### src/rtl/scene_pkg.sv
// Shared scene codes for the sequencer, menu and renderer.
package scene_pkg;

    typedef enum logic [3:0] {
        SCENE_MENU  = 4'b0000,
        SCENE_PLAY  = 4'b0001,
        SCENE_PAUSE = 4'b0010,
        SCENE_OVER  = 4'b0011,
        SCENE_TITLE = 4'b0100,
        SCENE_BOOT  = 4'b1010
    } scene_e;

    localparam logic [3:0] CODE_BOOT  = 4'b1010;
    localparam logic [3:0] CODE_MENU  = 4'b0000;
    localparam logic [3:0] CODE_TITLE = 4'b0100;
    localparam logic [3:0] CODE_PLAY  = 4'b0001;
    localparam logic [3:0] CODE_PAUSE = 4'b0010;
    localparam logic [3:0] CODE_OVER  = 4'b0011;

endpackage

### src/rtl/btn_conditioner.sv
// Start button conditioning: 2-flop sync, optional debounce, rising-edge press pulse.
// Debounce is built only when SCENE_DEBOUNCE_EN is defined.
module btn_conditioner #(
    parameter int unsigned DEBOUNCE_CYCLES = 650000
) (
    input  logic clk,
    input  logic rst,
    input  logic btn_raw,
    output logic press
);

    logic       sync1_r;
    logic       sync2_r;
    logic [1:0] fill_r;
    logic       level_s;
    logic       prev_r;
    logic       armed_r;
    logic       press_r;

    // Synchroniser; fill_r[1] marks when sync2_r carries a real post-reset sample
    always_ff @(posedge clk or posedge rst) begin
        if (rst) begin
            sync1_r <= 1'b0;
            sync2_r <= 1'b0;
            fill_r  <= 2'b00;
        end else begin
            sync1_r <= btn_raw;
            sync2_r <= sync1_r;
            fill_r  <= {fill_r[0], 1'b1};
        end
    end

`ifdef SCENE_DEBOUNCE_EN
    localparam int unsigned DEB_W = $clog2(DEBOUNCE_CYCLES) + 1;
    localparam logic [DEB_W-1:0] DEB_LAST = DEB_W'(DEBOUNCE_CYCLES - 1);
    localparam logic [DEB_W-1:0] DEB_ONE  = DEB_W'(1);

    logic [DEB_W-1:0] deb_cnt_r;
    logic             deb_level_r;

    // Accept a new level only after it has been stable for DEBOUNCE_CYCLES samples
    always_ff @(posedge clk or posedge rst) begin
        if (rst) begin
            deb_cnt_r   <= {DEB_W{1'b0}};
            deb_level_r <= 1'b0;
        end else if (sync2_r == deb_level_r) begin
            deb_cnt_r <= {DEB_W{1'b0}};
        end else if (deb_cnt_r == DEB_LAST) begin
            deb_cnt_r   <= {DEB_W{1'b0}};
            deb_level_r <= sync2_r;
        end else begin
            deb_cnt_r <= deb_cnt_r + DEB_ONE;
        end
    end

    assign level_s = deb_level_r;
`else
    localparam int unsigned DEBOUNCE_UNUSED = DEBOUNCE_CYCLES;

    assign level_s = sync2_r;
`endif

    // Edge detector; stays disarmed until the button is seen released, so a press held through reset is dropped
    always_ff @(posedge clk or posedge rst) begin
        if (rst) begin
            prev_r  <= 1'b0;
            armed_r <= 1'b0;
            press_r <= 1'b0;
        end else begin
            prev_r  <= level_s;
            armed_r <= armed_r | (fill_r[1] & ~sync2_r);
            press_r <= armed_r & level_s & ~prev_r;
        end
    end

    assign press = press_r;

endmodule

### src/rtl/scene_sequencer.sv
// Top-level scene FSM (BOOT/MENU/TITLE/PLAY/PAUSE/OVER) with game-over hold timer.
// Optional start-button debounce via SCENE_DEBOUNCE_EN (inside btn_conditioner).
import scene_pkg::*;

module scene_sequencer #(
    parameter int unsigned DEBOUNCE_CYCLES  = 650000,
    parameter int unsigned OVER_HOLD_CYCLES = 130000000
) (
    input  logic       clk,
    input  logic       rst,
    input  logic       start_btn_in,
    input  logic       menu_busy_in,
    input  logic       menu_finished_in,
    input  logic       game_over_in,
    output logic [3:0] state_out,
    output logic       state_changed_out,
    output logic       play_en_out
);

    localparam int unsigned HOLD_W = $clog2(OVER_HOLD_CYCLES) + 1;
    localparam logic [HOLD_W-1:0] HOLD_LAST = HOLD_W'(OVER_HOLD_CYCLES - 1);
    localparam logic [HOLD_W-1:0] HOLD_MAX  = {HOLD_W{1'b1}};
    localparam logic [HOLD_W-1:0] HOLD_ONE  = HOLD_W'(1);

    scene_e            state_r;
    scene_e            state_nxt_s;
    logic [HOLD_W-1:0] hold_cnt_r;
    logic              press_s;
    logic              state_changed_r;
    logic              play_en_r;
    logic              menu_busy_unused_s;

    // MENU simply waits for menu_finished_in; the busy flag needs no handling here
    assign menu_busy_unused_s = menu_busy_in;

    btn_conditioner #(
        .DEBOUNCE_CYCLES(DEBOUNCE_CYCLES)
    ) u_btn (
        .clk     (clk),
        .rst     (rst),
        .btn_raw (start_btn_in),
        .press   (press_s)
    );

    // Next-scene decode
    always_comb begin
        state_nxt_s = state_r;
        case (state_r)
            SCENE_BOOT: state_nxt_s = SCENE_MENU;
            SCENE_MENU: begin
                if (menu_finished_in) state_nxt_s = SCENE_TITLE;
                else                  state_nxt_s = SCENE_MENU;
            end
            SCENE_TITLE: begin
                if (press_s) state_nxt_s = SCENE_PLAY;
                else         state_nxt_s = SCENE_TITLE;
            end
            SCENE_PLAY: begin
                if (game_over_in) state_nxt_s = SCENE_OVER;
                else if (press_s) state_nxt_s = SCENE_PAUSE;
                else              state_nxt_s = SCENE_PLAY;
            end
            SCENE_PAUSE: begin
                if (press_s) state_nxt_s = SCENE_PLAY;
                else         state_nxt_s = SCENE_PAUSE;
            end
            SCENE_OVER: begin
                if (hold_cnt_r == HOLD_LAST) state_nxt_s = SCENE_MENU;
                else                         state_nxt_s = SCENE_OVER;
            end
            default: state_nxt_s = SCENE_BOOT;
        endcase
    end

    // State, registered status outputs and saturating hold counter (zero on entry to OVER)
    always_ff @(posedge clk or posedge rst) begin
        if (rst) begin
            state_r         <= SCENE_BOOT;
            state_changed_r <= 1'b0;
            play_en_r       <= 1'b0;
            hold_cnt_r      <= {HOLD_W{1'b0}};
        end else begin
            state_r         <= state_nxt_s;
            state_changed_r <= (state_nxt_s != state_r);
            play_en_r       <= (state_nxt_s == SCENE_PLAY);
            if (state_r == SCENE_OVER && state_nxt_s == SCENE_OVER) begin
                if (hold_cnt_r != HOLD_MAX) hold_cnt_r <= hold_cnt_r + HOLD_ONE;
                else                        hold_cnt_r <= hold_cnt_r;
            end else begin
                hold_cnt_r <= {HOLD_W{1'b0}};
            end
        end
    end

    assign state_out         = state_r;
    assign state_changed_out = state_changed_r;
    assign play_en_out       = play_en_r;

endmodule

### config.mk
export PLATFORM = sky130hd
export DESIGN_NAME = scene_sequencer
export DESIGN_NICKNAME = d
export VERILOG_FILES = /design/src/rtl/scene_pkg.sv /design/src/rtl/btn_conditioner.sv /design/src/rtl/scene_sequencer.sv
export SDC_FILE = /design/constraint.sdc
export NUM_CORES = 1
export LEC_CHECK = 0
export ABC_AREA = 1
export ABC_CLOCK_PERIOD_IN_PS = 1800
export BUFFER_PORTS_ARGS = -buffer_cell sky130_fd_sc_hd__buf_2
export CORE_MARGIN = 5
export CORE_UTILIZATION = 61
export DETAILED_ROUTE_END_ITERATION = 7
export PLACE_DENSITY = 0.84
export SYNTH_ARGS = -nofsm -noshare
export SYNTH_HDL_FRONTEND = slang
export SYNTH_SLANG_ARGS = --single-unit
### constraint.sdc
create_clock -name clk -period 1.8 [get_ports clk]
set_input_delay 0.36 -clock clk [delete_from_list [all_inputs] [get_ports clk]]
set_output_delay 0.36 -clock clk [all_outputs]
set_load 0.1 [all_outputs]
======== Yosys cells after proc, flatten, opt, wreduce, memory -nomap -nowiden ========
Cells that the tools add are included.
word-level totals
  register bits after elaboration ......... 41
  input bits .............................. 6
  output and inout port bits .............. 6
  logic and storage cells ................. 39
cells by class
  add/sub/neg operators ................... 1
  eq/ne operators ......................... 11
  multiplexer cells ....................... 9
  bitwise operators ....................... 6
  reduce and logical (&&, ||, !) cells .... 2
operators by type and width
  operator                 count
  $mux W28                 2
  $add A28 B1 Y28 const B  1
  $eq A28 B27 Y1 const B   1
  $ne A28 B28 Y1 const B   1
  $pmux W4 S6              1
  $eq A4 B2 Y1 const B     3
  $eq A4 B1 Y1 const B     2
  $mux W2                  4
  $mux W3                  2
  $eq A4 B3 Y1 const B     1
  $eq A4 B4 Y1 const B     1
  $logic_not A4 Y1         1
  $ne A4 B4 Y1             1
  $and A1 B1 Y1            3
  $ne A2 B1 Y1 const B     1
  $not A1 Y1               2
  $logic_and A1 B1 Y1      1
  $or A1 B1 Y1             1

======== Longest topological paths before layout ========
Gate-level depths: netlist (run 1).
  word-level depth ........................ 6
  depth in mapped cells ................... 12
  depth with buffers taken out ............ 11

======== Modules after synthesis ========
Synthesis (run 1) repeated with hierarchy kept, for this count alone.
second synthesis, totals
  cell total of the unflattened synthesis .. 311
  area total of the unflattened synthesis .. 2,344.7 um^2
by module, submodules not included
  module           instances  cells each  area an instance (um^2)  sequential area each (um^2)
  scene_sequencer  1          296         2,137.0                  853.3
  btn_conditioner  1          15          207.7                    175.2

======== Least setup slack after synthesis (run 1) ========
OpenSTA, ideal clock, no wires.
  kind .................................... reg2reg
  start ................................... register state_r[0] (netlist: state_out[0])
  end ..................................... register state_changed_r (netlist: state_changed_out)
  setup time .............................. 116 ps
  arrival ................................. 1,950 ps
  data required time ...................... 1,684 ps
  slack ................................... -266 ps
  cell stages (with the launch flop) ...... 9
  buffers on the path ..................... 1
  period minus slack after synthesis ...... 2,066 ps
  path through ............................ dfrtp_1 > inv_1 > nor4_2 > nand2_2 > buf_6 > nand3_2 > nand2_1 > inv_1 > nand2_1
between the ends
  cells in the longest elaborated chain, start to end .. 3
  elaborated cells between the ends (all ways) .. 8
  classes of those cells .................. eq/ne: 6; mux: 1; reduce/logical: 1
RTL lines
  element                                     line                   RTL
  start: declaration                          scene_sequencer.sv:25  scene_e state_r;
  start signal: assignment                    scene_sequencer.sv:83  state_r <= state_nxt_s;
  $eq A4 B2 Y1, or another cell as far along  scene_sequencer.sv:48  case (state_r)
  $pmux W4 S6                                 scene_sequencer.sv:48
  $ne A4 B4 Y1 *                              scene_sequencer.sv:84  state_changed_r <= (state_nxt_s != state_r);
  end signal: assignment                      scene_sequencer.sv:84
  end: declaration                            scene_sequencer.sv:29  logic state_changed_r;
Mark *: on every way between the ends. The rest lies on a longest branch, timed or not.
A chain may end at the register's enable or synchronous reset.

======== Final worst setup path (run 1) ========
  start ................................... register state_r[1] (netlist: state_out[1])
  end ..................................... output state_out[1]
RTL lines
  element           line                   RTL
  end: declaration  scene_sequencer.sv:15  output logic [3:0] state_out,
No word-level cell between the ends.

==> flow_summary.ini, run 1 <==
[outcome]
status = finished, final reports clean

[synth]
syn_inst = 320
synth_top_area_share = 0.408
syn_area_um2 = 2390
synthDistinctLibCells = 35
ys_ff_latch = 41
synth_edf_count = 0
ys.flop_type = dfrtp_1
netlist_top_cells_area = dfrtp_1, nand2_1, nand3_1
yosysWarnings = 0
ys_seq_area_frac = 0.430
async_flop_share = 1.00
synth.net_count = 327
yosysTopAreaCell = dfrtp_1
syn_area_per_cell_um2 = 7.47

[sta]
hold_viol_final = 0
rsz0062_at_grt = true
slew_violations = 0
fmax_mhz = 576
fin_crit_sh = 0.965
fin_skew_ns = 0.00617
setup_violations = 0
worst_slack_ns = 0.0628
fin_crit_ns = 1.74

[die]
coreArea_um2 = 3720
initial_core_util = 0.643
fp-row-count = 22
die_w_um = 72.6
die_area_um2 = 5270
dieHeight_um = 72.6
ioPinCount = 12

[power]
pwr_density_cell_nw_per_um2 = 1000
p_leak_uw = 0.00129
ir_worst_vdd_uv = 1580

[worst_setup_path]
cp-end-kind = output pin
critical-path-slowest-cell = dfstp_4
reg2reg_depth = 5
crit_path_max_fanout = 6
critPathArrivalTime_ns = 1.38
critPathBufInv = 1
cp_top_family = flip-flops
critPathLaunchType = flip-flop
cpPeakStageDelay_ns = 0.65
worstPathCellList = buf_2
critPathKind = reg2out
path_depth = 1
required_ns = 1.44

[grt]
track_usage = 0.225
overflow = 0
grt_max_degree = 32
antenna_found_initial = 0
grt_pass1_wl_mm = 9.32
grt_pass1_vias = 2171

[drt]
num_vias = 2172
first_pass_iters = 4
drt_iter0_drc = 195
antenna_left = 0
totalWireLength_mm = 5.46
drc_errors = 0
avgViaCountPerCell = 5.48
post_drt_wl_per_cell_um = 13.8

[place]
place_ws_ns = 0.0444
portBuffers = 10
place_congestion = 0.936
dpl_cell_area_um2 = 2550
hpwl_mm = 3.99
dp_cells = 383

[layout]
multi_input_area_um2 = 1190
antennaDiodeCount = 0
drive_above_1_share = 0.167
seq_area_um2 = 1030
nets = 354
final_cell_area_um2 = 2720
nFillCells = 287
utilization = 0.731
syn2layout_area_growth_pct = 13.7
final_cell_mix = nand2_1, inv_1, nor2_1, dfrtp_1, nand3_1
finalNonFillerCells = 396
layout_commonest_cell = nand2_1

[clocking]
ctsHoldBuffers = 0
cts_sinks = 41
cts_buffer_depth = 2
htreeDepth = 2
clk_pin_slew_ns = 0.08
worstSkewPairLatency_ns = 0.30
cts_buffers = 5
cts_tree = yes
cts_root_buf = clkbuf_8

[flow_run]
drv_cap = 0

[min_path]
hp-class = in2async
[where the power goes]
group          total [uW]  internal (uW)  switching (uW)  leakage (uW)
sequential           1090           1020            72.5      0.000541
clock                 602            273             329     0.0000374
combinational        1030            217             811      0.000710
[through the flow]
step | setup TNS (ns) | power, uW | hold WS [ns]
2_1_floorplan | 0 | 1910 | 0.331
3_3_place_gp | 0 | 2050 | 0.340
3_5_place_dp | 0 | 2060 | 0.338
4_1_cts | 0 | 2660 | 0.0513
5_1_grt | -0.208 | 2860 | 0.0597
6_report | 0 | 2720 | 0.0448
[state kept, by name, indices dropped and copies added (netlist names)]
name,cells
hold_cnt_r,28
state_out,4
u_btn.fill_r,2
play_en_out,1
state_changed_out,1
u_btn.armed_r,1
u_btn.level_s,1
u_btn.press,1
u_btn.prev_r,1
u_btn.sync1_r,1
[synthesized netlist by cell type, types with 4 or more instances]
cell type and instances:
nand2_1 84, nor2_1 40, dfrtp_1 39, inv_1 39
nand3_1 35, xor2_1 11, nor3_1 10, o21ai_0 10
a21oi_1 9, inv_2 4, nand2_2 4
[worst paths after layout]
path,startpoint,endpoint,slack (ns)
max,state_out[1],state_out[1],0.06
min,rst,u_btn.press,0.04
max reg2reg,state_out[1],hold_cnt_r[2],0.08
min reg2reg,u_btn.fill_r[0],u_btn.fill_r[1],0.36
max in group asynchronous,rst,state_out[0],1.23
min in group clk,start_btn_in,u_btn.sync1_r,0.16
[what timing repair did]
item / CTS / global route
hold endpoints to repair: 0 / 0
setup endpoints to repair: 0 / 29
gates resized for setup: 0 / 12
buffers inserted: 0 / 5
[metal layers]
metal	vias up	track usage	part of all wire
met5	-	0	0
met4	0	0.109	0.032
met3	18	0.0551	0.055
met2	59	0.365	0.49
met1	1027	0.282	0.42
li1	1068	-	-
[area by class of cell]
class,instances,area share
Clock inverter,2,0.00552
Inverter,43,0.0603
Tap cell,48,0.0221
Clock buffer,6,0.0267
Timing Repair Buffer,25,0.0686
Sequential cell,41,0.380
Multi-Input combinational cell,231,0.436
[cells by family after synthesis]
| kind of cell | count (synthesis) | share of synthesized area |
|---|---|---|
| other cells | 1 | 0.00157 |
| compound gates | 28 | 0.0670 |
| flops | 41 | 0.430 |
| fa+ha+maj | 1 | 0.00523 |
| xor+xnor | 12 | 0.0440 |
| simple gates | 189 | 0.365 |
| buf+inv | 48 | 0.0869 |
Note: power is estimated with default switching activity, not from simulation.
==> run 2, diff against run 1 <==
--- a/config.mk
+++ b/config.mk
@@ -14,4 +14,5 @@
 export PLACE_DENSITY = 0.84
 export SYNTH_ARGS = -nofsm -noshare
 export SYNTH_HDL_FRONTEND = slang
+export SYNTH_HIERARCHICAL = 1
 export SYNTH_SLANG_ARGS = --single-unit
==> run 2 against run 1 <==
  * Area after synthesis decreased by 1.9%
  * Clock power shrank 2%
  * Core utilization is 4.3 points higher
  * Largest cell class unchanged
  * First-iteration DRC count up 53%
==> flow_summary.ini, run 2 <==
[drt]
antenna_left = 0
avgViaCountPerCell = 5.44
post_drt_wl_per_cell_um = 14.6
first_pass_iters = 5
drc_errors = 0
totalWireLength_mm = 5.83
num_vias = 2175
drt_iter0_drc = 298

[layout]
layout_commonest_cell = nand2_1
final_cell_area_um2 = 2860
drive_above_1_share = 0.230
utilization = 0.774
nets = 358
nFillCells = 267
largest_reg_flops = 28
antennaDiodeCount = 0
finalNonFillerCells = 400
top_register = hold_cnt_r
final_cell_mix = nand2_1, nor2_1, dfrtp_1
syn2layout_area_growth_pct = 21.8

[synth]
synth_edf_count = 0
syn_area_per_cell_um2 = 7.54
synth_top_area_share = 0.416
ys.flop_type = dfrtp_1
netlist_top_cells_area = dfrtp_1, nand2_1, nor2_1
yosysWarnings = 6
async_flop_share = 1.00
synth_compound_area_frac = 0.0800
yosys.area_share.simple = 0.363
ys_seq_area_frac = 0.439
syn_inst = 311
syn_area_um2 = 2340
synthTopCellsByCount = nand2_1, nor2_1, dfrtp_1
synth-xor-area-share = 0.0411
synth_top_family_by_area = simple AND/OR/NAND/NOR gates
yosysTopAreaCell = dfrtp_1
synthDistinctLibCells = 36
ys_ff_latch = 41
synth_most_common_cell = nand2_1
synthMuxAreaShare = 0
synthAdderAreaFrac = 0.00534
synth.net_count = 318

[die]
dieHeight_um = 72
ioPinCount = 12
initial_core_util = 0.636
die_w_um = 72
fp-row-count = 22
coreArea_um2 = 3690
die_area_um2 = 5180

[worst_setup_path]
required_ns = 1.98
reg2reg_depth = 11
regToRegStartpoint = hold_cnt_r[1]
critPathArrivalTime_ns = 1.93
critPathKind = reg2reg
crit_path_max_fanout = 6
r2r_slack_ns = 0.06
cp-end-kind = flip-flop
critPathLaunchType = flip-flop
r2r-end = hold_cnt_r[1]

[grt]
grt_pass1_vias = 1954
antenna_found_initial = 0
grt_max_degree = 35
grt_pass1_wl_mm = 9.31
track_usage = 0.231
overflow = 0

[sta]
fin_skew_ns = 0.00658
rsz0062_at_grt = true
worst_slack_ns = 0.0551
fin_crit_ns = 1.74
setup_violations = 0
slew_violations = 0
hold_viol_final = 0
fin_crit_sh = 0.969
fmax_mhz = 573

[clocking]
clk_pin_slew_ns = 0.07
cts_root_buf = clkbuf_8
worstSkewPairLatency_ns = 0.30
cts_buffer_depth = 2
cts_buffers = 5
htreeDepth = 2
cts_sinks = 41
cts_tree = yes

[place]
place_ws_ns = 0.00527
hpwl_mm = 4.06
place_congestion = 0.977
dp_cells = 379
portBuffers = 10
dpl_cell_area_um2 = 2570

[min_path]
hp-class = in2reg
hold_depth = 1
hold_path_end = u_btn/sync1_r
worstHoldStart = start_btn_in

[power]
pwr_density_cell_nw_per_um2 = 963
p_leak_uw = 0.00137
finalPower_uw = 2750
ir_worst_vdd_uv = 849

[flow_run]
drv_cap = 0

[outcome]
status = finished, final reports clean
-- run 2: cell count changes in the layout (fill, tap and decap cells not counted), sizes merged, moves of 3 or more --
cell | previous run | this run
nand2 | 88 | 79
xor2 | 11 | 8
buf | 25 | 36
nor2 | 44 | 53
inv | 43 | 35
nand3 | 36 | 31
nor3 | 13 | 10
-- run 2: layout make-up --
class / count / area (um2) / share of cell area
Multi-Input combinational cell: 229 / 1220 / 0.427
Timing Repair Buffer: 37 / 303 / 0.106
Clock inverter: 3 / 17.5 / 0.00613
Inverter: 36 / 139 / 0.0486
Timing Repair inverter: 1 / 7.51 / 0.00263
Clock buffer: 5 / 68.8 / 0.0241
Sequential cell: 41 / 1040 / 0.364
Tap cell: 48 / 60.1 / 0.0210
-- run 2: worst max path at each step --
stage | start | slack [ns] | endpoint | cells after the start
floorplan | state_out[1] | 0.03 | hold_cnt_r[0] | 7
global placement | state_out[1] | 0.05 | hold_cnt_r[0] | 8
detailed placement | hold_cnt_r[1] | 0.005 | hold_cnt_r[1] | 9
CTS | hold_cnt_r[0] | 0.005 | hold_cnt_r[21] | 11
global route | hold_cnt_r[18] | -0.04 | hold_cnt_r[1] | 7
finish | hold_cnt_r[1] | 0.06 | hold_cnt_r[1] | 11
-- run 2: timing repair --
item / CTS / global route
pin swaps: 1 / 8
hold buffers: 1 / 0
buffers inserted: 2 / 9
gates resized for setup: 2 / 23
endpoints found under the hold margin: 7 / 0
setup endpoints to repair: 2 / 23
cloned: 0 / 1
-- run 2: cells by family (layout without fill, tap and decap cells) --
family,Yosys count,in the layout
xor gates and xnor gates,11,11
AOI/OAI and AO/OA,32,32
other,1,1
and+or+nand+nor,184,184
buffers and inverters,41,82
DFF,41,41
adders and majority gates,1,1
-- run 2: per-layer routing --
layer,vias to the layer above,GRT usage,part of all wire
met5,-,0,0
met4,0,0.0605,0.0098
met3,6,0.0540,0.079
met2,97,0.366,0.47
met1,999,0.318,0.44
li1,1073,-,-
-- run 2: through the flow --
stage,TNS [ns],hold WS [ns]
floorplan,0,0.163
global placement,0,0.298
detailed placement,0,0.308
CTS,0,0.164
global route,-0.0430,0.160
finish,0,0.169
-- run 2: power breakdown --
group	leakage [uW]	switching, uW	total (uW)	internal, uW
clock network	0.0000439	325	592	267
registers	0.000538	50.9	1080	1020
logic	0.000784	809	1080	276
-- run 2: worst max-delay path, stage by stage, from the launching register on --
cell        delay, ns
dfrtp_1          0.39
ha_4             0.17
nand2_4          0.07
nor2_8           0.13
nand2_2          0.07
nor2_2           0.08
nand2_1          0.06
nand2_2          0.10
buf_6            0.14
clkinvlp_4       0.20
nand3_2          0.12
o21ai_1          0.07
